===== src/rtl/galois_sub_serial.sv =====
// Limb-serial modular subtractor: diff = (num1 - num2) mod PRIME_MODULUS.
// One LIMB_BITS slice per cycle: an L-cycle borrow pass, then an L-cycle conditional add-back of p.
`timescale 1ns/1ps
module galois_sub_serial #(
    parameter int                N_BITS        = 254,
    parameter logic [N_BITS-1:0] PRIME_MODULUS = 254'h30644e72e131a029b85045b68181585d2833e84879b9709143e1f593f0000001,
    parameter int                LIMB_BITS     = 64
) (
    input  logic              clk,
    input  logic              rst,
    input  logic              in_valid,
    output logic              in_ready,
    input  logic [N_BITS-1:0] num1,
    input  logic [N_BITS-1:0] num2,
    output logic              out_valid,
    input  logic              out_ready,
    output logic [N_BITS-1:0] diff
);

    localparam int L     = (N_BITS + LIMB_BITS - 1) / LIMB_BITS;
    localparam int W     = L * LIMB_BITS;
    localparam int IDX_W = (L > 1) ? $clog2(L) : 1;
    localparam logic [IDX_W-1:0] LAST  = IDX_W'(L - 1);
    localparam logic [W-1:0]     P_PAD = W'(PRIME_MODULUS);

    typedef enum logic [1:0] {ST_IDLE, ST_SUB, ST_FIX, ST_DONE} state_t;

    // Handshakes: a transfer happens on a rising edge where valid && ready;
    // out_valid/diff hold steady until that edge, in_ready is high only in IDLE.
    state_t             state_q, state_d;
    logic [IDX_W-1:0]   idx_q, idx_d;
    logic [W-1:0]       a_q, a_d;
    logic [W-1:0]       b_q, b_d;
    logic [W-1:0]       r_q, r_d;
    logic               cy_q, cy_d;
    logic               neg_q, neg_d;

    int                 limb_off;
    logic [LIMB_BITS-1:0] a_limb, b_limb, r_limb, p_limb;
    logic [LIMB_BITS:0]   sub_sum, fix_sum;

    always_ff @(posedge clk or posedge rst) begin
        if (rst) begin
            state_q <= ST_IDLE;
            idx_q   <= '0;
            a_q     <= '0;
            b_q     <= '0;
            r_q     <= '0;
            cy_q    <= 1'b0;
            neg_q   <= 1'b0;
        end else begin
            state_q <= state_d;
            idx_q   <= idx_d;
            a_q     <= a_d;
            b_q     <= b_d;
            r_q     <= r_d;
            cy_q    <= cy_d;
            neg_q   <= neg_d;
        end
    end

    // cy_q is the borrow during SUB and the carry during FIX; it is cleared between passes.
    always_comb begin
        limb_off = int'(idx_q) * LIMB_BITS;
        a_limb   = a_q[limb_off +: LIMB_BITS];
        b_limb   = b_q[limb_off +: LIMB_BITS];
        r_limb   = r_q[limb_off +: LIMB_BITS];
        p_limb   = neg_q ? P_PAD[limb_off +: LIMB_BITS] : '0;
        sub_sum  = {1'b0, a_limb} - {1'b0, b_limb} - (LIMB_BITS + 1)'(cy_q);
        fix_sum  = {1'b0, r_limb} + {1'b0, p_limb} + (LIMB_BITS + 1)'(cy_q);
    end

    always_comb begin
        state_d = state_q;
        idx_d   = idx_q;
        a_d     = a_q;
        b_d     = b_q;
        r_d     = r_q;
        cy_d    = cy_q;
        neg_d   = neg_q;
        case (state_q)
            ST_IDLE: begin
                if (in_valid) begin
                    a_d                = '0;
                    b_d                = '0;
                    a_d[N_BITS-1:0]    = num1;
                    b_d[N_BITS-1:0]    = num2;
                    idx_d              = '0;
                    cy_d               = 1'b0;
                    neg_d              = 1'b0;
                    state_d            = ST_SUB;
                end
            end
            ST_SUB: begin
                r_d[limb_off +: LIMB_BITS] = sub_sum[LIMB_BITS-1:0];
                cy_d                       = sub_sum[LIMB_BITS];
                if (idx_q == LAST) begin
                    neg_d   = sub_sum[LIMB_BITS];
                    cy_d    = 1'b0;
                    idx_d   = '0;
                    state_d = ST_FIX;
                end else begin
                    idx_d = idx_q + IDX_W'(1);
                end
            end
            ST_FIX: begin
                // Adding zero when neg=0 keeps the operation time data-independent.
                r_d[limb_off +: LIMB_BITS] = fix_sum[LIMB_BITS-1:0];
                cy_d                       = fix_sum[LIMB_BITS];
                if (idx_q == LAST) begin
                    cy_d    = 1'b0;
                    idx_d   = '0;
                    state_d = ST_DONE;
                end else begin
                    idx_d = idx_q + IDX_W'(1);
                end
            end
            ST_DONE: begin
                if (out_ready) state_d = ST_IDLE;
            end
            default: state_d = ST_IDLE;
        endcase
    end

    always_comb begin
        in_ready  = (state_q == ST_IDLE);
        out_valid = (state_q == ST_DONE);
        diff      = r_q[N_BITS-1:0];
    end

endmodule


===== config.mk =====
export PLATFORM = sky130hd
export DESIGN_NAME = galois_sub_serial
export DESIGN_NICKNAME = d
export VERILOG_FILES = /design/src/rtl/galois_sub_serial.sv
export SDC_FILE = /design/constraint.sdc
export NUM_CORES = 2
export LEC_CHECK = 0
export CAP_MARGIN = 20
export CORE_ASPECT_RATIO = 0.6
export CORE_MARGIN = 3
export CORE_UTILIZATION = 50
export DETAILED_ROUTE_END_ITERATION = 6
export PLACE_DENSITY = 0.85
export SLEW_MARGIN = 15
export SYNTH_ARGS = -nofsm -noshare
export SYNTH_HDL_FRONTEND = slang
export SYNTH_SLANG_ARGS = --single-unit

===== constraint.sdc =====
create_clock -name clk -period 30.4 [get_ports clk]
set_input_delay 3.04 -clock clk [delete_from_list [all_inputs] [get_ports clk]]
set_output_delay 3.04 -clock clk [all_outputs]
set_load 0.05 [all_outputs]

==> impl_metrics.ini <==
[run_status]
status = finished clean

[global_routing]
grt_pass1_wl_um = 213900
track_usage_pct = 30.99
grt_pass1_vias = 33088
grt_start_max_net_pins = 185
grt_overflow = 0
antenna_found_initial = 39

[clock_tree]
cts_max_path_buffers = 3
post-cts-setup-buffers = 0
numCtsBuffers = 73
cts_tree = built
hold_buffers = 0
clock_latency_ns = 0.66
cts_max_level = 3
clock-root-buffer = clkbuf_16
cts_sinks = 770
ctsResizeCount = 0
clk_pin_slew_ns = 0.06

[synthesis]
synth_nets = 4482
yosysTopAreaCell = dfrtp_1
synth_area_leaders = dfrtp_1, mux2_2, mux4_2
avgSynthCellArea_um2 = 11.59
synth_enable_flop_cells = 0
yosysWarnings = 0
synthFlopType = dfrtp_1
synth-seq-cells = 770
yosysUniqueCellTypes = 74
yosysSeqAreaShare_pct = 44.03
synthArstFlopShare_pct = 100.0
synth_cells = 3777
syn_area_um2 = 43770
synth_top_area_share_pct = 44.03

[timing]
hold_viol = 0
skew_ns = 0.02567
min_period_ns = 8.201
max_freq_ghz = 0.1219
rsz0062_at_grt = false
fin_crit_sh_pct = 26.98
slew_headroom_pct = 24.28
final-setup-viol-count = 0
totalNegativeSetupSlack_ns = 0
drv_slew = 0
tightest_slew_ns = 1.136

[placement]
port_buffers = 767
gp_congestion = 0.9647
hpwl_um = 107600

[critical_path]
start_kind = register
end_kind = register
required_ns = 30.96
cp_max_fo = 41
cp.arrival_ns = 8.76
criticalPathCategory = reg2reg

[route]
vias = 32942
drtIter0Drc = 2968
wirelength_um = 143900
dr.pass1.iters = 6
wl_per_cell_um = 26.49
final_antenna_net_count = 0
via_per_inst = 6.066
drc = 0

[floorplanning]
coreArea_um2 = 86090
row_count = 83
initial_utilization_pct = 50.84
die_w_um = 388.0
dieHeight_um = 235.2
die-area_um2 = 91240
ios = 768

[layout]
layout_common_cells = dfrtp_1, clkdlybuf4s50_1, mux2_2
layout_commonest_cell = dfrtp_1
drive_above_1_share_pct = 20.69
area_delta_synth_final_pct = 21.24
finalNetCount = 4907

[job]
cap_violations = 0

[min_path]
min_path_type = reg2reg
synth_stat cells (19+ instances only):
library cell / instances
dfrtp_1: 770
mux2_2: 510
nand2_1: 281
buf_4: 254
o21ai_0: 253
inv_1: 214
ha_1: 190
mux4_2: 182
clkbuf_1: 161
a21oi_1: 147
nor2_1: 107
a22o_1: 86
a21o_1: 75
xnor2_1: 72
xor2_1: 42
buf_1: 38
nand4_1: 31
nor3_1: 30
and2_1: 28
nand3_1: 26
a31oi_1: 21
mux2i_1: 19
nor2b_1: 19
o21bai_1: 19
per-layer routing:
metal | global-route usage, % | share of wire, %
met3 | 9.510 | 10
met2 | 48.16 | 46
met1 | 41.18 | 40
met5 | 0 | 0.054
met4 | 11.37 | 3.9
flip-flops by register name, indices dropped and copies added (netlist names):
register,flops
a_q,254
cy_q,1
idx_q,2
state_q,2
neg_q,1
r_q,256
b_q,254
final cells by class:
type	instances	area, um^2
Fill cell	6571	33030
Multi-Input combinational cell	2336	21060
Sequential cell	770	19280
Timing Repair Buffer	807	8003
Clock buffer	96	2034
Tap cell	1147	1435
Inverter	214	810.8
Clock inverter	31	375.4
Antenna cell	30	75.07
per-stage QoR:
| step | instances | setup WS [ns] | hold WS, ns | instance area, um^2 | util [%] |
|---|---|---|---|---|---|
| after floorplan | 3777 | 5.745 | 0.4448 | 43770 | - |
| after global placement | 5273 | 21.66 | 0.4703 | 50570 | 58.74 |
| after detailed placement | 5273 | 21.59 | 0.4868 | 50570 | 58.74 |
| after CTS | 5400 | 22.19 | 0.5008 | 52980 | 61.54 |
| after global routing | 5430 | 21.64 | 0.5092 | 53060 | 61.63 |
| final | 5431 | 22.20 | 0.4976 | 53060 | 61.64 |
critical path, cell delays in order, from the launching register on:
cell	delay [ns]
dfrtp_4	0.92
buf_4	0.65
buf_4	0.68
buf_4	0.69
mux4_2	0.59
inv_1	0.08
ha_1	0.22
inv_1	0.06
ha_1	0.28
and3_1	0.24
and4_1	0.22
a32o_1	0.20
a21oi_1	0.25
a2111oi_0	0.20
buf_4	0.19
o211ai_1	0.59
a21oi_1	0.31
or2_2	0.39
a2111oi_0	0.69
nor3_1	0.23
o21ai_0	0.24
worst paths after layout:
check / startpoint / end / slack (ns) / cells after the start
setup / recovery: idx_q[0] / r_q[62] / 22.20 / 20
hold reg to reg: r_q[254] / r_q[254] / 0.50 / 2
min in group asynchronous: rst / a_q[83] / 2.97 / 2
hold / removal: r_q[254] / r_q[254] / 0.50 / 2
max in group asynchronous: rst / b_q[3] / 22.44 / 7
setup reg to reg: idx_q[0] / r_q[62] / 22.20 / 20
cells by family (layout without fill, tap and decap cells):
group	after synthesis	in the layout	synth area share (%)
flops	770	770	44.03
compound gates	719	719	10.65
mux	717	717	23.28
buf+inv	671	1148	7.959
simple gates	593	593	6.235
fa+ha+maj	193	193	5.569
xor+xnor	114	114	2.281
other cells	0	30	0
Power is not shown: default switching activity piles up to over one toggle a cycle in this logic, so the estimate is an artifact.
